$ cat src/rtl/load_store_unit_if.sv
// Request, data-memory bus and write-back signals of the load/store unit.
interface load_store_unit_if #(
    parameter int unsigned XLEN = 32
);
    // Request from execute
    logic            req_valid;
    logic            req_ready;
    logic            is_store;
    logic [2:0]      mem_op;
    logic [XLEN-1:0] addr;
    logic [XLEN-1:0] store_data;
    logic [4:0]      rd_in;

    // Data-memory bus
    logic            dmem_req;
    logic            dmem_we;
    logic [XLEN-1:0] dmem_addr;
    logic [XLEN-1:0] dmem_wdata;
    logic [3:0]      dmem_be;
    logic            dmem_ack;
    logic [XLEN-1:0] dmem_rdata;

    // Write-back / exception
    logic            wb_valid;
    logic            wb_we;
    logic [4:0]      wb_rd;
    logic [XLEN-1:0] wb_data;
    logic            exc_valid;
    logic [1:0]      exc_cause;

    // Load/store unit side
    modport slave (
        input  req_valid, is_store, mem_op, addr, store_data, rd_in,
        input  dmem_ack, dmem_rdata,
        output req_ready,
        output dmem_req, dmem_we, dmem_addr, dmem_wdata, dmem_be,
        output wb_valid, wb_we, wb_rd, wb_data, exc_valid, exc_cause
    );

    // Pipeline / memory side
    modport master (
        output req_valid, is_store, mem_op, addr, store_data, rd_in,
        output dmem_ack, dmem_rdata,
        input  req_ready,
        input  dmem_req, dmem_we, dmem_addr, dmem_wdata, dmem_be,
        input  wb_valid, wb_we, wb_rd, wb_data, exc_valid, exc_cause
    );
endinterface

$ cat src/rtl/load_store_unit.sv
// Memory-stage load/store unit: one req/ack data-memory transaction per request,
// with alignment checks, byte enables, load extension and a bus timeout.
module load_store_unit #(
    parameter int unsigned XLEN           = 32,
    parameter int unsigned TIMEOUT_CYCLES = 255
) (
    input  logic              clk,
    input  logic              reset_n,
    load_store_unit_if.slave  bus
);
    localparam int unsigned CNT_W = 8;
    localparam logic [CNT_W-1:0] CNT_LAST = CNT_W'(TIMEOUT_CYCLES - 1);

    localparam logic [1:0] CAUSE_MIS_LD  = 2'd0;
    localparam logic [1:0] CAUSE_MIS_ST  = 2'd1;
    localparam logic [1:0] CAUSE_TIMEOUT = 2'd2;
    localparam logic [1:0] CAUSE_ILLEGAL = 2'd3;

    typedef enum logic [1:0] {IDLE, BUSY, RESP} state_e;

    state_e           state_q, state_d;
    logic [CNT_W-1:0] cnt_q, cnt_d;
    logic             store_q, store_d;
    logic [2:0]       op_q, op_d;
    logic [1:0]       addr_lo_q, addr_lo_d;
    logic [4:0]       rd_q, rd_d;

    logic             req_ready_q, req_ready_d;
    logic             dmem_req_q, dmem_req_d;
    logic             dmem_we_q, dmem_we_d;
    logic [XLEN-1:0]  dmem_addr_q, dmem_addr_d;
    logic [XLEN-1:0]  dmem_wdata_q, dmem_wdata_d;
    logic [3:0]       dmem_be_q, dmem_be_d;
    logic             wb_valid_q, wb_valid_d;
    logic             wb_we_q, wb_we_d;
    logic [4:0]       wb_rd_q, wb_rd_d;
    logic [XLEN-1:0]  wb_data_q, wb_data_d;
    logic             exc_valid_q, exc_valid_d;
    logic [1:0]       exc_cause_q, exc_cause_d;

    logic             illegal_op;
    logic             misaligned;
    logic [XLEN-1:0]  st_wdata;
    logic [3:0]       st_be;
    logic [7:0]       ld_byte;
    logic [15:0]      ld_half;
    logic [XLEN-1:0]  ld_result;

    // Decode the incoming request: legality, alignment and store lane formatting
    always_comb begin
        illegal_op = 1'b0;
        misaligned = 1'b0;
        st_wdata   = '0;
        st_be      = 4'b1111;
        if (bus.is_store) begin
            illegal_op = (bus.mem_op != 3'b000) && (bus.mem_op != 3'b001) && (bus.mem_op != 3'b010);
        end else begin
            illegal_op = (bus.mem_op == 3'b011) || (bus.mem_op == 3'b110) || (bus.mem_op == 3'b111);
        end
        case (bus.mem_op[1:0])
            2'b01:   misaligned = bus.addr[0];
            2'b10:   misaligned = (bus.addr[1:0] != 2'b00);
            default: misaligned = 1'b0;
        endcase
        if (bus.is_store) begin
            case (bus.mem_op[1:0])
                2'b00: begin
                    st_wdata = {4{bus.store_data[7:0]}};
                    st_be    = 4'b0001 << bus.addr[1:0];
                end
                2'b01: begin
                    st_wdata = {2{bus.store_data[15:0]}};
                    st_be    = 4'b0011 << {bus.addr[1], 1'b0};
                end
                default: begin
                    st_wdata = bus.store_data;
                    st_be    = 4'b1111;
                end
            endcase
        end
    end

    // Select and extend the load result from the returned word
    always_comb begin
        ld_byte = 8'h00;
        case (addr_lo_q)
            2'd0:    ld_byte = bus.dmem_rdata[7:0];
            2'd1:    ld_byte = bus.dmem_rdata[15:8];
            2'd2:    ld_byte = bus.dmem_rdata[23:16];
            default: ld_byte = bus.dmem_rdata[31:24];
        endcase
        ld_half = addr_lo_q[1] ? bus.dmem_rdata[31:16] : bus.dmem_rdata[15:0];
        case (op_q)
            3'b000:  ld_result = {{(XLEN-8){ld_byte[7]}}, ld_byte};
            3'b100:  ld_result = {{(XLEN-8){1'b0}}, ld_byte};
            3'b001:  ld_result = {{(XLEN-16){ld_half[15]}}, ld_half};
            3'b101:  ld_result = {{(XLEN-16){1'b0}}, ld_half};
            default: ld_result = bus.dmem_rdata;
        endcase
    end

    // Next-state and registered-output logic
    always_comb begin
        state_d      = state_q;
        cnt_d        = cnt_q;
        store_d      = store_q;
        op_d         = op_q;
        addr_lo_d    = addr_lo_q;
        rd_d         = rd_q;
        dmem_req_d   = dmem_req_q;
        dmem_we_d    = dmem_we_q;
        dmem_addr_d  = dmem_addr_q;
        dmem_wdata_d = dmem_wdata_q;
        dmem_be_d    = dmem_be_q;
        wb_valid_d   = 1'b0;
        wb_we_d      = 1'b0;
        wb_rd_d      = '0;
        wb_data_d    = '0;
        exc_valid_d  = 1'b0;
        exc_cause_d  = '0;

        case (state_q)
            IDLE: begin
                if (bus.req_valid) begin
                    store_d   = bus.is_store;
                    op_d      = bus.mem_op;
                    addr_lo_d = bus.addr[1:0];
                    rd_d      = bus.rd_in;
                    if (illegal_op || misaligned) begin
                        // Rejected without touching the bus
                        state_d     = RESP;
                        wb_valid_d  = 1'b1;
                        wb_rd_d     = bus.rd_in;
                        exc_valid_d = 1'b1;
                        exc_cause_d = illegal_op    ? CAUSE_ILLEGAL :
                                      bus.is_store  ? CAUSE_MIS_ST  : CAUSE_MIS_LD;
                    end else begin
                        state_d      = BUSY;
                        cnt_d        = '0;
                        dmem_req_d   = 1'b1;
                        dmem_we_d    = bus.is_store;
                        dmem_addr_d  = {bus.addr[XLEN-1:2], 2'b00};
                        dmem_wdata_d = st_wdata;
                        dmem_be_d    = st_be;
                    end
                end
            end
            BUSY: begin
                if (bus.dmem_ack || (cnt_q == CNT_LAST)) begin
                    // Ack wins over a simultaneous timeout
                    state_d      = RESP;
                    dmem_req_d   = 1'b0;
                    dmem_we_d    = 1'b0;
                    dmem_addr_d  = '0;
                    dmem_wdata_d = '0;
                    dmem_be_d    = '0;
                    wb_valid_d   = 1'b1;
                    wb_rd_d      = rd_q;
                    if (!bus.dmem_ack) begin
                        exc_valid_d = 1'b1;
                        exc_cause_d = CAUSE_TIMEOUT;
                    end else if (!store_q) begin
                        wb_we_d   = (rd_q != 5'd0);
                        wb_data_d = ld_result;
                    end
                end else begin
                    cnt_d = cnt_q + CNT_W'(1);
                end
            end
            default: begin
                state_d = IDLE;
            end
        endcase

        req_ready_d = (state_d == IDLE);
    end

    // State and output registers
    always_ff @(posedge clk or negedge reset_n) begin
        if (!reset_n) begin
            state_q      <= IDLE;
            cnt_q        <= '0;
            store_q      <= 1'b0;
            op_q         <= '0;
            addr_lo_q    <= '0;
            rd_q         <= '0;
            req_ready_q  <= 1'b1;
            dmem_req_q   <= 1'b0;
            dmem_we_q    <= 1'b0;
            dmem_addr_q  <= '0;
            dmem_wdata_q <= '0;
            dmem_be_q    <= '0;
            wb_valid_q   <= 1'b0;
            wb_we_q      <= 1'b0;
            wb_rd_q      <= '0;
            wb_data_q    <= '0;
            exc_valid_q  <= 1'b0;
            exc_cause_q  <= '0;
        end else begin
            state_q      <= state_d;
            cnt_q        <= cnt_d;
            store_q      <= store_d;
            op_q         <= op_d;
            addr_lo_q    <= addr_lo_d;
            rd_q         <= rd_d;
            req_ready_q  <= req_ready_d;
            dmem_req_q   <= dmem_req_d;
            dmem_we_q    <= dmem_we_d;
            dmem_addr_q  <= dmem_addr_d;
            dmem_wdata_q <= dmem_wdata_d;
            dmem_be_q    <= dmem_be_d;
            wb_valid_q   <= wb_valid_d;
            wb_we_q      <= wb_we_d;
            wb_rd_q      <= wb_rd_d;
            wb_data_q    <= wb_data_d;
            exc_valid_q  <= exc_valid_d;
            exc_cause_q  <= exc_cause_d;
        end
    end

    assign bus.req_ready  = req_ready_q;
    assign bus.dmem_req   = dmem_req_q;
    assign bus.dmem_we    = dmem_we_q;
    assign bus.dmem_addr  = dmem_addr_q;
    assign bus.dmem_wdata = dmem_wdata_q;
    assign bus.dmem_be    = dmem_be_q;
    assign bus.wb_valid   = wb_valid_q;
    assign bus.wb_we      = wb_we_q;
    assign bus.wb_rd      = wb_rd_q;
    assign bus.wb_data    = wb_data_q;
    assign bus.exc_valid  = exc_valid_q;
    assign bus.exc_cause  = exc_cause_q;

endmodule

$ cat src/flat_wrapper.sv
// flat-port wrapper written by rule: the top's interface ports become plain ports
module load_store_unit_flat 
#(
    parameter int unsigned XLEN           = 32,
    parameter int unsigned TIMEOUT_CYCLES = 255
)
  (clk, reset_n, bus_req_valid, bus_is_store, bus_mem_op, bus_addr, bus_store_data, bus_rd_in, bus_dmem_ack, bus_dmem_rdata, bus_req_ready, bus_dmem_req, bus_dmem_we, bus_dmem_addr, bus_dmem_wdata, bus_dmem_be, bus_wb_valid, bus_wb_we, bus_wb_rd, bus_wb_data, bus_exc_valid, bus_exc_cause);
  load_store_unit_if #(.XLEN(XLEN)) bus_i ();
  input  logic clk;
  input  logic reset_n;
  input wire logic [$bits(bus_i.req_valid)-1:0] bus_req_valid;
  input wire logic [$bits(bus_i.is_store)-1:0] bus_is_store;
  input wire logic [$bits(bus_i.mem_op)-1:0] bus_mem_op;
  input wire logic [$bits(bus_i.addr)-1:0] bus_addr;
  input wire logic [$bits(bus_i.store_data)-1:0] bus_store_data;
  input wire logic [$bits(bus_i.rd_in)-1:0] bus_rd_in;
  input wire logic [$bits(bus_i.dmem_ack)-1:0] bus_dmem_ack;
  input wire logic [$bits(bus_i.dmem_rdata)-1:0] bus_dmem_rdata;
  output wire logic [$bits(bus_i.req_ready)-1:0] bus_req_ready;
  output wire logic [$bits(bus_i.dmem_req)-1:0] bus_dmem_req;
  output wire logic [$bits(bus_i.dmem_we)-1:0] bus_dmem_we;
  output wire logic [$bits(bus_i.dmem_addr)-1:0] bus_dmem_addr;
  output wire logic [$bits(bus_i.dmem_wdata)-1:0] bus_dmem_wdata;
  output wire logic [$bits(bus_i.dmem_be)-1:0] bus_dmem_be;
  output wire logic [$bits(bus_i.wb_valid)-1:0] bus_wb_valid;
  output wire logic [$bits(bus_i.wb_we)-1:0] bus_wb_we;
  output wire logic [$bits(bus_i.wb_rd)-1:0] bus_wb_rd;
  output wire logic [$bits(bus_i.wb_data)-1:0] bus_wb_data;
  output wire logic [$bits(bus_i.exc_valid)-1:0] bus_exc_valid;
  output wire logic [$bits(bus_i.exc_cause)-1:0] bus_exc_cause;
  assign bus_i.req_valid = bus_req_valid;
  assign bus_i.is_store = bus_is_store;
  assign bus_i.mem_op = bus_mem_op;
  assign bus_i.addr = bus_addr;
  assign bus_i.store_data = bus_store_data;
  assign bus_i.rd_in = bus_rd_in;
  assign bus_i.dmem_ack = bus_dmem_ack;
  assign bus_i.dmem_rdata = bus_dmem_rdata;
  assign bus_req_ready = bus_i.req_ready;
  assign bus_dmem_req = bus_i.dmem_req;
  assign bus_dmem_we = bus_i.dmem_we;
  assign bus_dmem_addr = bus_i.dmem_addr;
  assign bus_dmem_wdata = bus_i.dmem_wdata;
  assign bus_dmem_be = bus_i.dmem_be;
  assign bus_wb_valid = bus_i.wb_valid;
  assign bus_wb_we = bus_i.wb_we;
  assign bus_wb_rd = bus_i.wb_rd;
  assign bus_wb_data = bus_i.wb_data;
  assign bus_exc_valid = bus_i.exc_valid;
  assign bus_exc_cause = bus_i.exc_cause;
  load_store_unit #(.XLEN(XLEN), .TIMEOUT_CYCLES(TIMEOUT_CYCLES)) u_core (.clk(clk), .reset_n(reset_n), .bus(bus_i));
endmodule
$ cat config.mk
export PLATFORM = sky130hd
export DESIGN_NAME = load_store_unit_flat
export DESIGN_NICKNAME = d
export VERILOG_FILES = /design/src/rtl/load_store_unit_if.sv /design/src/rtl/load_store_unit.sv /design/src/flat_wrapper.sv
export SDC_FILE = /design/constraint.sdc
export NUM_CORES = 1
export LEC_CHECK = 0
export BUFFER_PORTS_ARGS = -buffer_cell sky130_fd_sc_hd__buf_2
export CAP_MARGIN = 15
export CORE_UTILIZATION = 45
export DETAILED_ROUTE_END_ITERATION = 10
export PLACE_DENSITY = 0.86
export SKIP_LAST_GASP = 1
export SLEW_MARGIN = 20
export SYNTH_ARGS = -nofsm -noshare
export SYNTH_HDL_FRONTEND = slang
export SYNTH_SLANG_ARGS = --single-unit
$ cat constraint.sdc
create_clock -name clk -period 3 [get_ports clk]
set_clock_uncertainty 0.1 [all_clocks]
set_input_delay 0.6 -clock clk [delete_from_list [all_inputs] [get_ports clk]]
set_output_delay 0.6 -clock clk [all_outputs]
set_load 0.01 [all_outputs]
==> results of run 1 <==
-- metrics by stage --
| stage | setup slack [ns] | power, mW | utilization [%] |
|---|---|---|---|
| 2_1_floorplan | 0.754 | 3.39 | - |
| 3_3_place_gp | 0.515 | 4.03 | 57.1 |
| 3_5_place_dp | 0.345 | 4.09 | 57.1 |
| 4_1_cts | 0.735 | 6.21 | 62.0 |
| 5_1_grt | 0.560 | 6.48 | 62.0 |
| 6_report | 0.717 | 6.17 | 62.0 |
-- area by class of cell --
cell class | count | area, um^2
fillers | 979 | 4640
flip-flops and latches | 132 | 3300
multi-input cells | 311 | 2210
repair buffers | 230 | 1190
clock buffers | 21 | 440
well taps | 168 | 210
clock inverters | 11 | 154
inverters | 15 | 56.3
-- cell families after synthesis --
group	count (synthesis)	share of synthesized area, %
xor+xnor	6	0.918
mux	16	3.17
fa+ha+maj	6	1.31
other cells	1	0.0655
simple gates	106	9.01
buf+inv	50	3.76
flops	132	57.7
compound gates	175	24.0
-- critical path, stage by stage (launching register included) --
cell	delay, ns
dfrtp_1	0.42
inv_1	0.08
ha_1	0.21
nand4_1	0.18
o21bai_1	0.14
a22oi_2	0.19
buf_4	0.57
a22o_1	0.25
-- worst max path at each step --
| stage | to | slack, ns | cells after the start |
|---|---|---|---|
| finish | u_core.bus.dmem_addr[11] | 0.72 | 7 |
| global route | u_core.bus.dmem_addr[11] | 0.56 | 7 |
| CTS | u_core.bus.dmem_addr[11] | 0.74 | 7 |
| detailed placement | u_core.bus.dmem_wdata[4] | 0.35 | 8 |
| global placement | u_core.bus.dmem_be[2] | 0.52 | 8 |
| floorplan | u_core.bus.dmem_addr[16] | 0.75 | 8 |
-- registers in the layout, summed over array words and instances (netlist names) --
name,count
u_core.cnt_q,8
u_core.bus.dmem_we,1
u_core.store_q,1
u_core.bus.wb_rd,5
u_core.state_q,2
u_core.bus.dmem_addr,30
u_core.bus.req_ready,1
u_core.bus.wb_we,1
u_core.bus.dmem_be,4
u_core.rd_q,5
u_core.bus.wb_valid,1
u_core.bus.wb_data,32
u_core.bus.dmem_req,1
u_core.bus.exc_valid,1
u_core.bus.dmem_wdata,32
u_core.op_q,3
u_core.addr_lo_q,2
u_core.bus.exc_cause,2
-- per-layer routing --
metal	vias up	part of all wire, %
li1	2239	-
met1	2351	39
met2	313	50
met3	26	9.1
met4	0	1.6
met5	-	0
-- power by group --
group          switching (mW)  total [mW]  internal (mW)
Clock                   0.777        2.09           1.31
Combinational           0.832        1.54          0.712
Sequential              0.336        2.53           2.19
Total                    1.94        6.17           4.22
-- placed cells by master (no fill, tap or decap), types with 3 or more instances in the layout --
cell / netlist / final
nor2b_1: 3 / 3
a21oi_1: 13 / 13
dfrtp_1: 131 / 131
and3_1: 3 / 3
o21bai_1: 3 / 3
nand2b_1: 6 / 6
clkbuf_1: 21 / 4
xor2_1: 3 / 3
buf_2: 10 / 218
a22o_1: 61 / 61
o211ai_1: 4 / 4
o21ai_0: 19 / 19
buf_4: 2 / 11
nand4_1: 3 / 3
clkbuf_16: 0 / 17
bufinv_16: 0 / 3
clkinv_4: 0 / 4
ha_1: 6 / 6
a21o_1: 17 / 17
xnor2_1: 3 / 3
nand2_1: 49 / 49
a211oi_1: 3 / 3
and2_1: 4 / 4
nor4_1: 3 / 3
o2bb2ai_1: 29 / 29
nor2_1: 15 / 15
mux2i_1: 8 / 8
a22oi_1: 14 / 13
mux2_2: 7 / 7
a221oi_1: 8 / 8
inv_1: 15 / 15
nand3_1: 4 / 4
==> results_dict.tcl, run 1 <==
set metrics [dict create \
    synth-edff-count 0 \
    synthCells 492 \
    seq_area_frac_synth_pct 57.7 \
    route.detailed.wl_per_inst_um 17.9 \
    grt.busiest_layer "met2" \
    crit_path_start_kind "flip-flop" \
    ys_async_sr_fraction_pct 100 \
    clkTransAtPathRegs_ns 0.06 \
    insertion_delay_ns 0.40 \
    synth_top_area_share_pct 57.3 \
    crit_start "u_core.cnt_q[0]" \
    synth_seq_cells 132 \
    viasPerCell 5.55 \
    hold_viol_final 0 \
    dp_hpwl_um 11300 \
    hold_slack_ns 0.0960 \
    grt_setup_unrepaired "false" \
    worst_slew_pin_slew_ns 1.08 \
    initial_core_util_pct 46.9 \
    grtUsageMet2_pct 42.0 \
    worstPathMaxFanout 67 \
    ys_top_cells_by_count "dfrtp_1 (131), a22o_1 (61), nand2_1 (49)" \
    worst_ep_arrival_time_ns 2.51 \
    postSynthAreaPerCell_um2 11.6 \
    portBuffers 219 \
    vdd_drop_max_uv 433 \
    place.gp.congestion 0.864 \
    antenna_cells 0 \
    numCtsBuffers 17 \
    r2r_start "u_core.cnt_q[0]" \
    clock_sinks 132 \
    cts_tree "built" \
    hp-class "in2async" \
    place_area_mm2 0.00698 \
    netlist_top_cells_area "dfrtp_1 (57%), a22o_1 (9.3%), o2bb2ai_1 (4.4%)" \
    grt_pass1_wl_um 25000 \
    status "finished clean" \
    final_nets 822 \
    drc 0 \
    synth_cell_types 50 \
    drt_wl_total_um 15900 \
    grt_start_max_net_pins 68 \
    grt_use_met1_pct 31.0 \
    grt_pass1_vias 4833 \
    post-place-cells 856 \
    slew_violations 0 \
    maxSlewHeadroom_pct 28.0 \
    grtUsageMet3_pct 6.85 \
    drtIter0Drc 421 \
    synth_top_cell_by_area "dfrtp_1" \
    die_h_um 115 \
    max-clock-path-buffers 2 \
    fin_area_mm2 0.00757 \
    dieArea_mm2 0.0132 \
    dieWidth_um 115 \
    layout-drive-gt1-share_pct 38.2 \
    crit_path_end_kind "flip-flop" \
    cts_hold_buf 0 \
    num_vias 4929 \
    cts_setup_buffers 0 \
    grt_usage_pct 24.9 \
    crit_type "reg2reg" \
    htree_levels 4 \
    synth_ff_type "dfrtp_1" \
    io_pins 222 \
    drtAntennaViolNets 0 \
    cts_resized 0 \
    syn_to_final_growth_pct 32.3 \
    antenna_found_initial 0 \
    fmax_mhz 438 \
    leakagePower_nw 4.14 \
    timing.rr.end "u_core.bus.dmem_addr[11]" \
    drv_cap 0 \
    fin_setup_tns_ns 0 \
    reg2reg_depth 7 \
    period_needed_ns 2.28 \
    setup_viol 0 \
    required_ns 3.23 \
    stdcell_count 888 \
    synth_area_mm2 0.00572 \
    core_area_mm2 0.0122 \
    row_count 40 \
    fin_crit_sh_pct 76.1 \
    synth.most_common_cell "dfrtp_1" \
    firstDrtPassIters 7 \
    clock-root-buffer "clkbuf_16" \
    r2r_slack_ns 0.72 \
    grt_overflow 0 \
    yosys_warnings 0 \
    pwr_density_cell_mw_per_mm2 814 \
]
No activity file was read; power rests on OpenSTA's default activity.
==> inputs of run 2 (changes only) <==
CORE_UTILIZATION = 44   (was 45)
PLACE_DENSITY = 0.87   (was 0.86)
clock period = 2 ns   (was 3 ns; I/O delays follow)
==> run 2 against run 1 <==
Effect of this change: global-route usage fell by 1.0 points; utilization fell by 0.14 points; worst setup slack got worse by 0.57 ns; cell area rose by 3.5%; sequential power rose by 46%; total power rose by 51%; hold slack got worse by 0.026 ns; critical endpoint is now u_core.bus.wb_data[5]; largest power group unchanged.
==> results_dict.tcl, run 2 (synthesis results as in run 1) <==
set metrics [dict create \
    numCtsBuffers 17 \
    final_cell_mix "buf_2 (218), dfrtp_1 (131), a22o_1 (61), nand2_1 (49), o2bb2ai_1 (29)" \
    dp_hpwl_um 11400 \
    core_area_mm2 0.0127 \
    crit_path_start_kind "flip-flop" \
    num_vias 4971 \
    cts_setup_buffers 0 \
    worstPathMaxFanout 8 \
    setup_viol 0 \
    crit_path_end_kind "flip-flop" \
    grt_overflow 0 \
    vdd_drop_max_uv 554 \
    reg2reg_depth 5 \
    crit_start "u_core.state_q[1]" \
    drtIter0Drc 447 \
    critical_path_buf_inv_count 1 \
    cts_tree "built" \
    firstDrtPassIters 5 \
    portBuffers 219 \
    max_stage_delay_ns 0.42 \
    timing.rr.end "u_core.bus.wb_data[5]" \
    crit_type "reg2reg" \
    io_pins 222 \
    worst-path-stages 5 \
    dieWidth_um 116 \
    grt_pass1_vias 4817 \
    hold_slack_ns 0.0703 \
    syn_to_final_growth_pct 36.9 \
    grt_usage_pct 23.9 \
    grt_start_max_net_pins 43 \
    stdcell_count 915 \
    insertion_delay_ns 0.41 \
    leakagePower_nw 4.28 \
    hold_viol_final 0 \
    initial_core_util_pct 45.2 \
    cpMaxStageDelayCell "dfrtp_1" \
    clock-root-buffer "clkbuf_16" \
    fin_setup_tns_ns 0 \
    grt_pass1_wl_um 24200 \
    grt_setup_unrepaired "false" \
    die_h_um 116 \
    worst_slew_pin_slew_ns 0.664 \
    crit_path_end "u_core.bus.wb_data[5]" \
    htree_levels 4 \
    slew_violations 0 \
    antenna_cells 0 \
    drv_cap 0 \
    viasPerCell 5.43 \
    row_count 41 \
    drt_wl_total_um 15800 \
    place.gp.congestion 0.836 \
    required_ns 2.23 \
    antenna_found_initial 0 \
    pwr_density_cell_mw_per_mm2 1180 \
    fmax_mhz 539 \
    hp-class "in2reg" \
    drc 0 \
    path_delay_family "simple AND/OR/NAND/NOR gates" \
    r2r_slack_ns 0.14 \
    final_nets 845 \
    final_common_cell "buf_2" \
    clkTransAtPathRegs_ns 0.06 \
    post-place-cells 882 \
    period_needed_ns 1.86 \
    layout-drive-gt1-share_pct 40.6 \
    route.detailed.wl_per_inst_um 17.2 \
    max-clock-path-buffers 2 \
    status "finished clean" \
    fin_crit_sh_pct 92.8 \
    worstPathCellList "and2b_1, nand3b_1, buf_4, nor2_1, a22o_1" \
    drtAntennaViolNets 0 \
    worst_ep_arrival_time_ns 2.09 \
    dieArea_mm2 0.0135 \
    r2r_start "u_core.state_q[1]" \
    maxSlewHeadroom_pct 55.7 \
    clock_sinks 132 \
]
## run 2: changes by cell type in the layout (fill, tap and decap cells not counted), sizes merged
cell and change:
clkinvlp +3, clkinv -1, buf +22, bufinv -1, clkbuf -1, dlygate4sd3 +1
## run 2: per-stage QoR
stage / cell area, um^2 / setup slack (ns) / power (mW) / utilization, %
final: 7840 / 0.143 / 9.28 / 61.9
after CTS: 7840 / 0.106 / 9.34 / 61.8
after global routing: 7840 / 0.0266 / 9.75 / 61.9
after floorplan: 5730 / 0.00877 / 5.08 / -
after detailed placement: 7240 / -0.173 / 6.24 / 57.1
after global placement: 7240 / -0.110 / 6.17 / 57.1
## run 2: worst min-delay path by stage
stage,endpoint,start,slack [ns],depth (start not counted)
floorplan,u_core.addr_lo_q[0],reset_n,0.004,0
global placement,u_core.bus.wb_data[5],reset_n,0.30,1
detailed placement,u_core.bus.wb_data[11],reset_n,0.30,1
CTS,u_core.bus.req_ready,bus_req_valid,0.05,2
global route,u_core.bus.req_ready,bus_req_valid,0.07,2
finish,u_core.bus.req_ready,bus_req_valid,0.07,2
## run 2: cell type report
class	instances	area, um^2
Tap cell	172	215
Multi-Input combinational cell	311	2220
Fill cell	1052	4830
Sequential cell	132	3300
Timing Repair Buffer	253	1460
Clock inverter	12	130
Inverter	15	56.3
Clock buffer	20	457
## run 2: worst register-to-register path: stages, from the launching register on
cell      delay (ns)
dfrtp_1         0.42
and2b_1         0.29
nand3b_1        0.21
buf_4           0.23
nor2_1          0.33
a22o_1          0.21
## run 2: routing by layer
metal | share of wire (%) | vias up | GRT usage [%] | wire (um)
met2 | 51 | 244 | 40.6 | 7970
met4 | 1.9 | 0 | 9.91 | 301
met5 | 0 | - | 0 | 0
met1 | 41 | 2418 | 29.1 | 6450
met3 | 6.6 | 17 | 5.86 | 1050
li1 | - | 2292 | - | -
## run 2: timing repair
action | in CTS | in global routing
gates resized for setup | 0 | 1
hold endpoints to repair | 32 | 0
setup endpoints to repair | 0 | 5
hold buffers | 1 | 0
## run 2: power by group
group          total [mW]  internal, mW  switching (mW)
Sequential           3.70          3.29           0.403
Combinational        2.54          1.18            1.35
Clock                3.05          1.90            1.15
Total                9.28          6.38            2.91
==> inputs of run 3 (changes only) <==
CORE_MARGIN = 4   (was unset)
==> run 3 against run 2 <==
Effect of this change: non-clock buffer count is 1 higher; count of clock-buffer cells in the layout did not move; total power rose by 2.8%; clock power increased by 7.9%; critical path depth stayed put; hold slack gained 0.025 ns; via count rose by 0.66%; utilization grew 0.14 points.
==> results_dict.tcl, run 3 (synthesis results as in run 1) <==
set metrics [dict create \
    status "finished clean" \
    crit_path_start_kind "flip-flop" \
    grtUsageMet3_pct 5.01 \
    max-clock-path-buffers 2 \
    dp_slack_ns -0.184 \
    drt_wl_total_um 16600 \
    leakagePower_nw 4.30 \
    portBuffers 219 \
    finish.utilization_pct 62.0 \
    fin_ws_ns 0.167 \
    grt_start_max_net_pins 72 \
    drtIter0Drc 358 \
    internal_power_mw 6.60 \
    clock_power_share_pct 34.4 \
    antenna_cells 0 \
    fin_area_mm2 0.00786 \
    fmax_mhz 545 \
    cts_setup_buffers 0 \
    combPwrFrac_pct 26.6 \
    p_seq_share_pct 38.9 \
    grt_pass1_wl_um 25500 \
    cts_resized 0 \
    grt_usage_pct 22.2 \
    fin_setup_tns_ns 0 \
    drv_cap 0 \
    clock-root-buffer "clkbuf_16" \
    worstPathMaxFanout 7 \
    grtUsageMet2_pct 37.3 \
    antenna_found_initial 1 \
    crit_type "reg2reg" \
    crit_path_end_kind "flip-flop" \
    final_nets 846 \
    insertion_delay_ns 0.41 \
    post-place-cells 883 \
    route.detailed.wl_per_inst_um 18.1 \
    slew_violations 0 \
    die_h_um 122 \
    setup_viol 0 \
    clock_sinks 132 \
    final_common_cell "buf_2" \
    period_needed_ns 1.83 \
    viasPerCell 5.46 \
    place.gp.congestion 0.866 \
    numCtsBuffers 17 \
    hold_viol_final 0 \
    num_vias 5004 \
    dieArea_mm2 0.0149 \
    cts_hold_buf 1 \
    grt_pass1_vias 5063 \
    layout-drive-gt1-share_pct 40.5 \
    grt_use_met1_pct 27.1 \
    fin_crit_sh_pct 91.7 \
    clkTransAtPathRegs_ns 0.06 \
    syn_to_final_growth_pct 37.3 \
    vdd_drop_max_uv 586 \
    htree_levels 4 \
    fin_total_pwr_mw 9.54 \
    p_switching_mw 2.94 \
    drc 0 \
    pwr_density_cell_mw_per_mm2 1210 \
    place_area_mm2 0.00722 \
    worst_ep_arrival_time_ns 2.07 \
    hp-class "in2reg" \
    firstDrtPassIters 7 \
    grt_setup_unrepaired "false" \
    swShare_pct 30.9 \
    final_cell_mix "buf_2 (218), dfrtp_1 (131), a22o_1 (61), nand2_1 (49)" \
    io_pins 222 \
    initial_core_util_pct 45.2 \
    drtAntennaViolNets 0 \
    dp_hpwl_um 12200 \
    required_ns 2.24 \
    cts_tree "built" \
    row_count 41 \
    stdcell_count 916 \
    core_area_mm2 0.0127 \
    dieWidth_um 122 \
    hold_slack_ns 0.0954 \
    grt.busiest_layer "met2" \
    grt_overflow 0 \
]
==> run 3: final timing paths <==
path	start	endpoint	slack [ns]	cells past startpoint
worst max-delay path	u_core.state_q[1]	u_core.bus.wb_data[0]	0.17	5
worst min-delay path	bus_req_valid	u_core.bus.req_ready	0.1	2
min in group asynchronous	reset_n	u_core.bus.wb_data[14]	0.24	2
worst max register to register	u_core.state_q[1]	u_core.bus.wb_data[0]	0.17	5
worst min register to register	u_core.store_q	u_core.store_q	0.37	2
max in group asynchronous	reset_n	u_core.bus.req_ready	1.00	3
==> run 3: routing by layer <==
| layer | share of wire [%] | vias up |
|---|---|---|
| li1 | - | 2293 |
| met1 | 39 | 2414 |
| met2 | 49 | 258 |
| met3 | 8.4 | 37 |
| met4 | 3.1 | 2 |
| met5 | 0.042 | - |
==> run 3: layout make-up <==
type                       instances  area [um^2]
sequential                       132         3300
tap                              172          215
fill                            1027         4820
multi-input combinational        311         2220
clock buffer                      20          447
inverter                          15         56.3
clock inverter                    12          178
timing repair buffer             254         1440
==> run 3: worst max-delay path, stage by stage, from the launching register on <==
cell      delay (ns)
dfrtp_1         0.43
and2b_1         0.27
nand3b_1        0.18
buf_4           0.22
nor2_1          0.34
a22o_1          0.22
==> run 3: power groups by stage <==
stage	sequential [mW]	clock [mW]	combinational, mW
3_3_place_gp	3.72	0	2.47
6_report	3.71	3.29	2.54
4_1_cts	3.71	3.34	2.56
5_1_grt	3.79	3.46	2.78
3_5_place_dp	3.71	0	2.57
2_1_floorplan	3.92	0	1.16
